===== config.mk =====
export PLATFORM = sky130hd
export DESIGN_NAME = fir_output_formatter
export DESIGN_NICKNAME = d
export VERILOG_FILES = /design/src/rtl/fir_pkg.sv /design/src/rtl/sync_fifo.sv /design/src/rtl/fir_output_formatter.sv
export SDC_FILE = /design/constraint.sdc
export NUM_CORES = 1
export LEC_CHECK = 0
export BUFFER_PORTS_ARGS = -buffer_cell sky130_fd_sc_hd__buf_2
export CAP_MARGIN = 0
export CORE_MARGIN = 5
export CORE_UTILIZATION = 35
export CTS_CLUSTER_DIAMETER = 120
export DETAILED_ROUTE_END_ITERATION = 6
export PLACE_DENSITY_LB_ADDON = 0.05
export SYNTH_ARGS = -nofsm -noshare
export SYNTH_HDL_FRONTEND = slang
export SYNTH_HIERARCHICAL = 1
export SYNTH_SLANG_ARGS = --single-unit

===== constraint.sdc =====
create_clock -name clk -period 8.8 [get_ports clk]
set_clock_uncertainty 0.05 [all_clocks]
set_input_delay 0.44 -clock clk [delete_from_list [all_inputs] [get_ports clk]]
set_output_delay 0.44 -clock clk [all_outputs]
set_load 0.1 [all_outputs]

===== src/rtl/fir_pkg.sv =====
// -----------------------------------------------------------------------------
// fir_pkg
// Shared types and constants for the FIR output chain. The *_DEF widths are
// the defaults used by fir_output_formatter; SAT_MAX/SAT_MIN/ROUND_HALF are
// derived from them for blocks and models that work at the default widths.
// -----------------------------------------------------------------------------
package fir_pkg;

  localparam int ACC_WIDTH_DEF  = 32;
  localparam int OUT_WIDTH_DEF  = 16;
  localparam int FRAC_SHIFT_DEF = 15;

  typedef logic signed [ACC_WIDTH_DEF-1:0] acc_t;
  typedef logic signed [OUT_WIDTH_DEF-1:0] samp_t;

  // Largest / smallest representable formatted sample.
  localparam samp_t SAT_MAX = {1'b0, {(OUT_WIDTH_DEF-1){1'b1}}};
  localparam samp_t SAT_MIN = {1'b1, {(OUT_WIDTH_DEF-1){1'b0}}};

  // Half an output LSB expressed in accumulator units.
  localparam acc_t ROUND_HALF = acc_t'(1) << (FRAC_SHIFT_DEF - 1);

endpackage


===== src/rtl/sync_fifo.sv =====
// -----------------------------------------------------------------------------
// sync_fifo
// Single-clock FIFO with a registered read port. The head entry appears on
// rd_valid_o/rd_data_o one cycle after it is written; a pop happens when
// rd_valid_o && pop_i. A push while full is ignored unless a pop happens in
// the same cycle, in which case both complete.
// Ports:
//   clk, rst          clock, synchronous active-high reset
//   push_i/push_data_i write strobe and data
//   pop_i             consumer ready
//   rd_valid_o/rd_data_o registered head of queue
//   full_o/empty_o    occupancy flags
//   count_o           occupancy, 0..DEPTH
// -----------------------------------------------------------------------------
module sync_fifo #(
  parameter int WIDTH = 16,
  parameter int DEPTH = 8
) (
  input  logic                   clk,
  input  logic                   rst,
  input  logic                   push_i,
  input  logic [WIDTH-1:0]       push_data_i,
  input  logic                   pop_i,
  output logic                   rd_valid_o,
  output logic [WIDTH-1:0]       rd_data_o,
  output logic                   full_o,
  output logic                   empty_o,
  output logic [$clog2(DEPTH):0] count_o
);

  localparam int AW = $clog2(DEPTH);

  logic [WIDTH-1:0] mem_q [DEPTH];
  logic [AW-1:0]    wr_ptr_q, wr_ptr_d;
  logic [AW-1:0]    rd_ptr_q, rd_ptr_d;
  logic [AW:0]      count_q, count_d;
  logic [AW:0]      remain;
  logic             rd_valid_q, rd_valid_d;
  logic [WIDTH-1:0] rd_data_q, rd_data_d;
  logic             do_pop, do_push;

  assign full_o     = (count_q == (AW+1)'(DEPTH));
  assign empty_o    = (count_q == '0);
  assign count_o    = count_q;
  assign rd_valid_o = rd_valid_q;
  assign rd_data_o  = rd_data_q;

  always_comb begin
    // NOTE: every always_comb output gets a default first so no path leaves it unassigned (no latch).
    do_pop     = rd_valid_q && pop_i;
    do_push    = push_i && (!full_o || do_pop);
    // Entries that were already stored before this edge and survive the pop;
    // only these may be presented next cycle, giving the one-cycle read latency.
    remain     = count_q - (AW+1)'(do_pop);
    count_d    = remain + (AW+1)'(do_push);
    wr_ptr_d   = wr_ptr_q + AW'(do_push);
    rd_ptr_d   = rd_ptr_q + AW'(do_pop);
    rd_valid_d = (remain != '0);
    rd_data_d  = rd_data_q;
    if (rd_valid_d) begin
      rd_data_d = mem_q[rd_ptr_d];
    end
  end

  // NOTE: sequential state uses non-blocking (<=) so all registers update from pre-edge values.
  always_ff @(posedge clk) begin
    if (rst) begin
      wr_ptr_q   <= '0;
      rd_ptr_q   <= '0;
      count_q    <= '0;
      rd_valid_q <= 1'b0;
      rd_data_q  <= '0;
    end else begin
      wr_ptr_q   <= wr_ptr_d;
      rd_ptr_q   <= rd_ptr_d;
      count_q    <= count_d;
      rd_valid_q <= rd_valid_d;
      rd_data_q  <= rd_data_d;
    end
  end

  // NOTE: storage is not reset; pointers and count define which entries are meaningful.
  always_ff @(posedge clk) begin
    if (do_push) begin
      mem_q[wr_ptr_q] <= push_data_i;
    end
  end

endmodule


===== src/rtl/fir_output_formatter.sv =====
// -----------------------------------------------------------------------------
// fir_output_formatter
// Last stage of the FIR filter: optional 1-of-DECIM decimation, round half-up
// and saturate to OUT_WIDTH, then buffer in a FIFO that drives a valid/ready
// stream. Tracks clipped samples (saturating counter) and a sticky flag for
// kept samples lost because the FIFO was full.
// Ports:
//   clk, rst            clock, synchronous active-high reset
//   in_valid, in_data   FIR sample strobe and signed sample (no backpressure)
//   out_valid, out_ready, out_data  registered output stream
//   clr_status          clears sat_count and overflow
//   sat_count           number of clipped samples, sticks at 16'hFFFF
//   overflow            sticky drop flag
// -----------------------------------------------------------------------------
module fir_output_formatter
  import fir_pkg::*;
#(
  parameter int ACC_WIDTH  = ACC_WIDTH_DEF,
  parameter int OUT_WIDTH  = OUT_WIDTH_DEF,
  parameter int FRAC_SHIFT = FRAC_SHIFT_DEF,
  parameter int DECIM      = 1,
  parameter int FIFO_DEPTH = 8
) (
  input  logic                 clk,
  input  logic                 rst,
  input  logic                 in_valid,
  input  logic [ACC_WIDTH-1:0] in_data,
  output logic                 out_valid,
  input  logic                 out_ready,
  output logic [OUT_WIDTH-1:0] out_data,
  input  logic                 clr_status,
  output logic [15:0]          sat_count,
  output logic                 overflow
);

  localparam int PH_W = (DECIM > 1) ? $clog2(DECIM) : 1;

  // Rounding and clamp limits at the extended (ACC_WIDTH+1) precision.
  localparam logic signed [ACC_WIDTH:0] RND_HALF =
    {{ACC_WIDTH{1'b0}}, 1'b1} << (FRAC_SHIFT - 1);
  localparam logic signed [ACC_WIDTH:0] CLIP_HI =
    {{(ACC_WIDTH+2-OUT_WIDTH){1'b0}}, {(OUT_WIDTH-1){1'b1}}};
  localparam logic signed [ACC_WIDTH:0] CLIP_LO =
    {{(ACC_WIDTH+2-OUT_WIDTH){1'b1}}, {(OUT_WIDTH-1){1'b0}}};
  localparam logic [OUT_WIDTH-1:0] OUT_MAX = {1'b0, {(OUT_WIDTH-1){1'b1}}};
  localparam logic [OUT_WIDTH-1:0] OUT_MIN = {1'b1, {(OUT_WIDTH-1){1'b0}}};

  logic [PH_W-1:0]             phase_q, phase_d;
  logic                        keep;
  logic signed [ACC_WIDTH:0]   ext_s, sum_s, shr_s;
  logic                        s1_valid_q, s1_valid_d;
  logic [OUT_WIDTH-1:0]        s1_data_q, s1_data_d;
  logic                        s1_sat_q, s1_sat_d;
  logic [15:0]                 sat_count_q, sat_count_d;
  logic                        overflow_q, overflow_d;
  logic                        fifo_full, pop, sat_ev, ovf_ev;
  logic                        unused_empty;
  logic [$clog2(FIFO_DEPTH):0] unused_count;

  // Decimation phase and round/saturate (stage-1 next state).
  always_comb begin
    phase_d = phase_q;
    if (in_valid) begin
      phase_d = (phase_q == PH_W'(DECIM - 1)) ? '0 : phase_q + 1'b1;
    end
    keep = in_valid && (phase_q == '0);

    // The extra top bit keeps the +half addition from wrapping.
    ext_s = {in_data[ACC_WIDTH-1], in_data};
    sum_s = ext_s + RND_HALF;
    shr_s = sum_s >>> FRAC_SHIFT;

    s1_valid_d = keep;
    s1_data_d  = s1_data_q;
    s1_sat_d   = s1_sat_q;
    if (keep) begin
      if (shr_s > CLIP_HI) begin
        s1_data_d = OUT_MAX;
        s1_sat_d  = 1'b1;
      end else if (shr_s < CLIP_LO) begin
        s1_data_d = OUT_MIN;
        s1_sat_d  = 1'b1;
      end else begin
        s1_data_d = shr_s[OUT_WIDTH-1:0];
        s1_sat_d  = 1'b0;
      end
    end
  end

  // Status: events are counted when the stage-1 result is handed to the FIFO,
  // so a clear in that same cycle still records the event.
  always_comb begin
    pop    = out_valid && out_ready;
    sat_ev = s1_valid_q && s1_sat_q;
    ovf_ev = s1_valid_q && fifo_full && !pop;

    sat_count_d = sat_count_q;
    overflow_d  = overflow_q || ovf_ev;
    if (clr_status) begin
      sat_count_d = {15'd0, sat_ev};
      overflow_d  = ovf_ev;
    end else if (sat_ev && (sat_count_q != 16'hFFFF)) begin
      sat_count_d = sat_count_q + 16'd1;
    end
  end

  always_ff @(posedge clk) begin
    if (rst) begin
      phase_q     <= '0;
      s1_valid_q  <= 1'b0;
      s1_data_q   <= '0;
      s1_sat_q    <= 1'b0;
      sat_count_q <= '0;
      overflow_q  <= 1'b0;
    end else begin
      phase_q     <= phase_d;
      s1_valid_q  <= s1_valid_d;
      s1_data_q   <= s1_data_d;
      s1_sat_q    <= s1_sat_d;
      sat_count_q <= sat_count_d;
      overflow_q  <= overflow_d;
    end
  end

  sync_fifo #(
    .WIDTH (OUT_WIDTH),
    .DEPTH (FIFO_DEPTH)
  ) u_fifo (
    .clk         (clk),
    .rst         (rst),
    .push_i      (s1_valid_q),
    .push_data_i (s1_data_q),
    .pop_i       (out_ready),
    .rd_valid_o  (out_valid),
    .rd_data_o   (out_data),
    .full_o      (fifo_full),
    .empty_o     (unused_empty),
    .count_o     (unused_count)
  );

  assign sat_count = sat_count_q;
  assign overflow  = overflow_q;

endmodule

=== Word-level counts from Yosys, hierarchy flattened ===
Memories as Yosys holds them, arrays and structs flattened. A register that Yosys moved wholly into a read port is not among the register bits.
Index checks and enable logic that the tools add are counted.

* RAM bits: 128
* Word-level logic and storage cells: 48
* Flip-flop bits (word level): 47
* Bits in latches: 0
* Bits in read-only memories: 0
* Memories kept: 1

* Shift-type cells: 0
* Reduce and logical (&&, ||, !) cells: 14
* Bitwise logic cells: 1
* Mux-type cells: 10
* Order comparisons: 2
* Div/mod/pow operators: 0
* Multiply operators: 0
* Eq/ne operators: 2
* $add $sub $neg: 7

{| class="wikitable"
|+ Memory list
! memory !! words !! bits a word !! read ports !! clocked after Yosys merged registers in !! wr ports !! line !! source
|-
| u_fifo.mem_q || 8 || 16 || 1 || 1 || 1 || sync_fifo.sv:33 || <nowiki>logic [WIDTH-1:0] mem_q [DEPTH];</nowiki>
|}

{| class="wikitable"
|+ Operators with widths
! kind !! number
|-
| 32-bit by 16-bit adder with 33-bit output (second input constant) || 1
|-
| 16-bit 2-to-1 mux || 2
|-
| 18-bit by 16-bit greater-than comparator with 1-bit output (second input constant) || 1
|-
| 18-bit by 16-bit < comparator with 1-bit output (second input constant) || 1
|-
| 16-bit by 1-bit adder with 16-bit output (second input constant) || 1
|-
| 16-bit inequality test (second input constant) || 1
|-
| 1-bit 2-to-1 mux || 8
|-
| 1-bit logical AND || 7
|-
| 3-bit by 1-bit adder with 3-bit output || 2
|-
| 4-bit by 1-bit adder with 4-bit output || 1
|-
| 4-bit == test (second input constant) || 1
|-
| 4-bit nonzero test || 1
|-
| 4-bit by 1-bit subtractor with 4-bit output || 1
|-
| 1-bit zero test || 2
|-
| 1-bit logical OR || 2
|-
| 2-bit nonzero test || 1
|-
| 2-bit OR reduction || 1
|-
| 1-bit adder (second input constant) || 1
|-
| 1-bit inverter || 1
|}

=== Depth between registers and ports, before layout ===
Gate-level depths: netlist of run 1.

* Word-level depth: 6
* Depth in mapped cells: 10

=== Modules after synthesis ===
Netlist of run 1, hierarchy kept.

{| class="wikitable"
|+ Modules (own cells, without submodules)
! module !! area each (um^2) !! cells an instance !! seq. area each (um^2) !! times used
|-
| sync_fifo || 6010.8 || 350 || 4384.2 || 1
|-
| fir_output_formatter || 2020.7 || 247 || 700.7 || 1
|}

=== Least setup slack after synthesis of run 1 ===
Ideal clock, no wire load.

* Kind: register to register
* Start: register u_fifo.rd_valid_q, in the netlist u_fifo/rd_valid_o
* End: memory u_fifo.mem_q[2][0] (enable)
* Period minus slack after synthesis: 3647 ps
* Arrival: 3161 ps
* Buffers on the path: 0
* Slack: 5153 ps
* Stages on the path, launching flop included: 4
* Cell sequence: dfxtp_1 nand2_1 and3_1 nor4b_1

* Longest elaborated chain between the ends: 5

{| class="wikitable"
|+ Ends and longest elaborated chain
! what !! line !! source
|-
| start: declaration || sync_fifo.sv:38 || <nowiki>logic rd_valid_q, rd_valid_d;</nowiki>
|-
| start signal: assignment || sync_fifo.sv:77 || <nowiki>rd_valid_q <= rd_valid_d;</nowiki>
|-
| 1-bit logical AND || sync_fifo.sv:50 || <nowiki>do_pop = rd_valid_q && pop_i;</nowiki>
|-
| 1-bit logical OR || sync_fifo.sv:51 || <nowiki>do_push = push_i && (!full_o || do_pop);</nowiki>
|-
| 1-bit logical AND || sync_fifo.sv:51 ||
|-
| 1-bit 2-to-1 mux || sync_fifo.sv:84 || <nowiki>if (do_push) begin</nowiki>
|-
| 1-bit 2-to-1 mux (not written as such) || sync_fifo.sv:85 || <nowiki>mem_q[wr_ptr_q] <= push_data_i;</nowiki>
|-
| end: declaration || sync_fifo.sv:33 ||
|}

Every way passes these cells.

=== Worst setup path after layout of run 1 ===
* Start: register u_fifo.rd_valid_q, in the netlist u_fifo/rd_valid_o
* End: register u_fifo.rd_data_q[12], in the netlist u_fifo/rd_data_o[12] (read register of u_fifo.mem_q)

* Longest elaborated chain between the ends: 3

{| class="wikitable"
|+ Ends and longest elaborated chain
! what !! line !! source
|-
| 1-bit logical AND * || sync_fifo.sv:50 ||
|-
| 4-bit by 1-bit subtractor with 4-bit output || sync_fifo.sv:54 || <nowiki>remain = count_q - (AW+1)'(do_pop);</nowiki>
|-
| 4-bit nonzero test || sync_fifo.sv:58 || <nowiki>rd_valid_d = (remain != '0);</nowiki>
|-
| end: declaration || sync_fifo.sv:39 || <nowiki>logic [WIDTH-1:0] rd_data_q, rd_data_d;</nowiki>
|}

Every way passes the cells marked *; elsewhere a longest branch is shown, timed or not.
A chain may end at the register's enable or synchronous reset.

==> results of run 1 <==
flip-flops by register name, indices dropped and copies added, names as in the netlist:
signal	cells
overflow	1
s1_data_q	16
s1_sat_q	1
s1_valid_q	1
sat_count	16
u_fifo/count_o	4
u_fifo/mem_q	128
u_fifo/rd_data_o	16
u_fifo/rd_ptr_q	3
u_fifo/rd_valid_o	1
u_fifo/wr_ptr_q	3
worst max-delay path by stage:
stage                            from  depth (start not counted)                    to  slack (ns)
floorplan           u_fifo/rd_valid_o                          3    u_fifo/mem_q[2][0]        5.15
global placement            out_ready                          9  u_fifo/rd_data_o[12]        5.67
detailed placement          out_ready                          9   u_fifo/rd_data_o[8]        5.63
CTS                 u_fifo/rd_valid_o                          8   u_fifo/rd_data_o[8]        5.83
global route        u_fifo/rd_valid_o                          8  u_fifo/rd_data_o[12]        5.63
finish              u_fifo/rd_valid_o                          8  u_fifo/rd_data_o[12]        5.92
layout by cell type (no fill, tap or decap), drive strengths merged, types with 3 or more instances in the layout:
master and count:
a211oi 16, a21oi 7, a22oi 32, a32o 16
and2 4, buf 67, clkbuf 18, clkinv 5
dfxtp 62, edfxtp 128, ha 10, inv 20
mux2i 65, nand2 32, nand3 14, nand4 11
nor2 46, nor2b 11, nor3 16, nor3b 5
nor4 9, nor4b 4, o211ai 3, o21ai 7
xnor2 20, xor2 11
worst max-delay path: cells and delay by family, from the launching register on:
| kind | cells | cell delay, ns |
|---|---|---|
| and+or+nand+nor | 2 | 1.01 |
| xor gates and xnor gates | 1 | 0.39 |
| buffers and inverters | 1 | 0.09 |
| DFF | 1 | 0.33 |
| adders and majority gates | 2 | 0.38 |
| AOI/OAI and AO/OA | 2 | 0.52 |
stage by stage:
step	total power [mW]	util	std cells	area, um^2
floorplan	1.51	-	596	8030
global placement	1.64	0.381	918	8630
detailed placement	1.64	0.381	918	8630
CTS	2.39	0.407	950	9210
global route	2.46	0.407	950	9210
finish	2.36	0.407	950	9210
where the power goes:
group | switching [mW] | internal (mW)
combinational | 0.396 | 0.158
clock | 0.363 | 0.380
sequential | 0.0468 | 1.01
final cells by class:
cell class,count,area (um^2)
Multi-Input combinational cell,364,2790
Fill cell,2117,13400
Clock inverter,14,148
Timing Repair Buffer,67,363
Inverter,12,45.0
Clock buffer,18,429
Sequential cell,190,5080
Tap cell,285,357
metal layers:
metal,track usage,part of all wire,vias to the layer above
met4,0.0330,0.0089,0
met3,0.0304,0.028,11
met5,0,0,-
li1,-,-,2379
met1,0.185,0.47,2395
met2,0.238,0.49,79
==> run_results.csv, run 1 <==
group,metric,value,unit
timing,fin_setup_tns,0,ns
routing,num_vias,4864,
grt,grt_max_degree,66,
grt,antenna_found_initial,0,
clock_tree,root_buffer,"clkbuf_16",
clock_tree,clkLatencyLatePin,0.43,ns
worst_setup_path,crit_arrival,3.15,ns
finish,drive_above_1_share,0.192,
outcome,status,"complete, no violations",
timing,slew_viol_final,0,
grt,grt_remaining_overflow,0,
timing,finalHoldViolCount,0,
routing,post_drt_wl_per_cell,18.7,um
synthesis,syn_inst,596,
worst_setup_path,critical_path.max_stage_delay,0.91,ns
synthesis,yosys_warnings,6,
timing,max_freq,0.347,GHz
timing,setup_ws,5.92,ns
clock_tree,clk_pin_slew_worst_paths,0.08,ns
finish,antenna_cells,0,
grt,grt_usage,0.140,
clock_tree,cts_max_path_buffers,2,
min_path,whs_path_depth,4,
min_path,holdPathEnd,"sat_count[0]",
finish,nNetsFinal,699,
clock_tree,htreeDepth,4,
routing,drc,0,
routing,drt-total-wl,17.7,mm
min_path,min_from,"clr_status",
clock_tree,post_cts_buffers,0,
clock_tree,numCtsBuffers,17,
worst_setup_path,required,9.06,ns
routing,drt_iter0_drc,215,
floorplan,dieArea,0.0261,mm^2
worst_setup_path,reg2reg_to,"u_fifo/rd_data_o[12]",
finish,synthToLayoutAreaGrowth,14.8,%
placed_design,place.gp.congestion,0.816,
clock_tree,cts_hold_buf,0,
timing,period_minus_slack,2.88,ns
worst_setup_path,end_kind,"register",
routing,first_pass_iters,4,
job,cap_violations,0,
synthesis,synth_area,0.00803,mm^2
floorplan,io_pins,71,
routing,antenna_left,0,
worst_setup_path,path_cells,"nand2_1 > inv_1 > ha_1 > ha_4 > xnor2_1 > nor2b_2 > a22oi_1 > a32o_1",
worst_setup_path,cpMaxStageDelayCell,"nor2b_2",
worst_setup_path,worst_setup_path_start_kind,"register",
floorplan,coreArea,0.0226,mm^2
min_path,hold_class,"input port to register",
floorplan,initial_core_util,0.354,
timing,rsz0062_at_grt,"no",
worst_setup_path,worstRegToRegCells,8,
timing,setup_viol,0,
timing,relSlewSlack,0.192,
routing,vias_per_cell,5.12,
floorplan,rows,55,
power_and_ir_drop,leakage,3.10,nW
timing,tightest_slew,1.21,ns
floorplan,fp.dieH,161,um
power_and_ir_drop,power_density,256,mW/mm^2
power_and_ir_drop,peakVddDrop,0.106,mV
placed_design,hpwl,11.0,mm
clock_tree,cts.sinks,190,
worst_setup_path,cp_max_fo,16,
timing,period_share,0.328,
synthesis,syn_nets,643,
grt,first_global_vias,5015,
grt,grt_pass1_wl,28.3,mm
worst_setup_path,r2r_start,"u_fifo/rd_valid_o",
clock_tree,tritoncts,"built",
worst_setup_path,ff2ff_setup_slack,5.92,ns
timing,holdWs,0.305,ns
placed_design,pre_cts_ws,5.63,ns
synthesis,avgSynthCellArea,13.5,um^2
floorplan,fp.dieW,161,um
clock_tree,cts_resized,0,
worst_setup_path,worstSetupPathType,"register to register",
placed_design,port_buffers,56,
Note: power is estimated with default switching activity, not from simulation.
==> run 2: changes to the inputs <==
- clock period: 8.8 -> 2.85 ns (I/O delays scaled with it)
==> run 2 against run 1 <==
  * Register-to-register slack worse by 5.4 ns
  * Setup slack worse by 5.4 ns
  * Core utilization up 0.58 points
  * Final area up 1.4%
  * Die area unchanged
  * Sequential power rose to 3.1 times the previous value
  * Clock power rose to 3.2 times the previous value
  * Combinational power rose to 3.2 times the previous value
  * Fmax up 26%
  * Clock-buffer cell count up 1
  * Worst hold slack worse by 0.29 ns
==> run_results.csv, run 2 (synthesized netlist as in run 1, its figures left out) <==
group,metric,value,unit
worst_setup_path,crit_arrival,2.57,ns
routing,post_drt_wl_per_cell,18.8,um
grt,top_usage_layer,"met2",
clock_tree,htreeDepth,4,
job,cap_violations,0,
power_and_ir_drop,internal_power,4.90,mW
finish,nNetsFinal,709,
timing,slew_viol_final,0,
placed_design,port_buffers,56,
timing,relSlewSlack,0.629,
routing,drt-total-wl,18.0,mm
power_and_ir_drop,power_density,790,mW/mm^2
finish,largest_reg_flops,128,
worst_setup_path,worstPathBufferInverterCount,2,
placed_design,hpwl,11.3,mm
worst_setup_path,end_kind,"register",
finish,fill_cells,2087,
timing,setup_viol,0,
finish,stdcell_count,960,
clock_tree,cts_max_path_buffers,2,
power_and_ir_drop,comb_power_share,0.239,
power_and_ir_drop,pwr-share-seq,0.442,
clock_tree,clk_pin_slew_worst_paths,0.07,ns
floorplan,dieArea,0.0261,mm^2
timing,period_share,0.803,
worst_setup_path,worst_setup_path_start_kind,"register",
grt,met1_usage,0.186,
worst_setup_path,r2r_start,"u_fifo/rd_valid_o",
min_path,hold_class,"input port to register",
timing,rsz0062_at_grt,"no",
routing,first_pass_iters,4,
worst_setup_path,cp_max_fo,26,
placed_design,place_area,0.00874,mm^2
finish,largest-register,"u_fifo/mem_q",
timing,max_freq,0.437,GHz
timing,tightest_slew,0.552,ns
finish,antenna_cells,0,
worst_setup_path,cpLargestDelayFamily,"adder cells",
min_path,min_from,"out_ready",
finish,final_area,0.00934,mm^2
routing,drt_iter0_drc,155,
timing,holdWs,0.0163,ns
grt,grt_max_degree,27,
power_and_ir_drop,p_sw,2.48,mW
power_and_ir_drop,peakVddDrop,0.390,mV
timing,finalHoldViolCount,0,
finish,synthToLayoutAreaGrowth,16.4,%
power_and_ir_drop,swShare,0.336,
grt,grt_remaining_overflow,0,
grt,grt_usage,0.144,
placed_design,dpl.cell_count,927,
worst_setup_path,worstSetupPathType,"register to register",
worst_setup_path,startpoint,"u_fifo/rd_valid_o",
clock_tree,tritoncts,"built",
timing,period_minus_slack,2.29,ns
timing,fin_setup_tns,0,ns
routing,num_vias,4930,
worst_setup_path,cpMaxStageDelayCell,"ha_4",
clock_tree,post_cts_buffers,0,
power_and_ir_drop,clkPwrFrac,0.319,
floorplan,fp.dieW,161,um
clock_tree,clkLatencyLatePin,0.44,ns
finish,drive_above_1_share,0.199,
clock_tree,root_buffer,"clkbuf_16",
routing,vias_per_cell,5.14,
grt,use_met3,0.0291,
placed_design,place.gp.congestion,0.856,
grt,antenna_found_initial,0,
finish,layout_common_cells,"128 x edfxtp_1, 65 x mux2i_1, 62 x dfxtp_1",
routing,antenna_left,0,
worst_setup_path,path_cells,"nand2_1 > inv_1 > ha_1 > ha_4 > buf_12 > mux2i_1 > a22oi_1 > a32o_2",
floorplan,initial_core_util,0.354,
grt,grt_use_met2,0.246,
floorplan,coreArea,0.0226,mm^2
finish,final_common_cell,"edfxtp_1",
outcome,status,"complete, no violations",
floorplan,fp.dieH,161,um
floorplan,rows,55,
worst_setup_path,required,3.13,ns
worst_setup_path,critical_path.max_stage_delay,0.50,ns
power_and_ir_drop,leakage,3.15,nW
clock_tree,cts.sinks,190,
grt,grt_pass1_wl,28.7,mm
floorplan,io_pins,71,
clock_tree,numCtsBuffers,17,
grt,first_global_vias,5057,
routing,drc,0,
[run 2: per-stage QoR]
stage | utilization | power [mW] | setup WS (ns)
after detailed placement | 0.386 | 5.11 | 0.553
final | 0.413 | 7.38 | 0.563
after global routing | 0.413 | 7.71 | 0.431
after floorplan | - | 4.67 | -0.646
after global placement | 0.386 | 5.09 | 0.562
after CTS | 0.413 | 7.46 | 0.537
[run 2: area by class of cell]
cell class	count	area (um^2)	area share
Clock buffer	19	443	0.0474
Clock inverter	13	153	0.0163
Inverter	12	45.0	0.00482
Multi-Input combinational cell	364	2800	0.299
Sequential cell	190	5080	0.544
Tap cell	285	357	0.0382
Timing Repair Buffer	77	465	0.0498
[run 2: path summary, 6_finish.rpt]
path / to / slack [ns] / cells past startpoint
setup / recovery: u_fifo/rd_data_o[3] / 0.56 / 8
hold / removal: overflow / 0.02 / 4
setup reg to reg: u_fifo/rd_data_o[3] / 0.56 / 8
hold reg to reg: u_fifo/rd_data_o[11] / 0.41 / 1
[run 2: repair_timing]
| action | CTS | global route |
|---|---|---|
| setup endpoints to repair | 0 | 0 |
| resized for setup | 0 | 0 |
| hold buffers | 1 | 0 |
| endpoints found under the hold margin | 1 | 0 |
[run 2: power groups by stage]
stage / sequential (mW) / clock (mW) / combinational, mW
after floorplan: 3.84 / 0 / 0.823
after global placement: 3.32 / 0 / 1.77
after detailed placement: 3.33 / 0 / 1.78
after CTS: 3.27 / 2.41 / 1.79
after global routing: 3.29 / 2.53 / 1.89
final: 3.26 / 2.35 / 1.76
[run 2: worst register-to-register path: cells and delay by family (launching register included)]
kind	cells	cell delay, ns
adders and majority gates	2	0.72
AOI/OAI and AO/OA	2	0.40
buffers and inverters	2	0.37
DFF	1	0.32
muxes	1	0.22
and+or+nand+nor	1	0.10
[run 2: layer usage]
layer / share of wire / vias up
li1: - / 2405
met3: 0.031 / 19
met1: 0.47 / 2429
met5: 0 / -
met4: 0.012 / 0
met2: 0.49 / 77
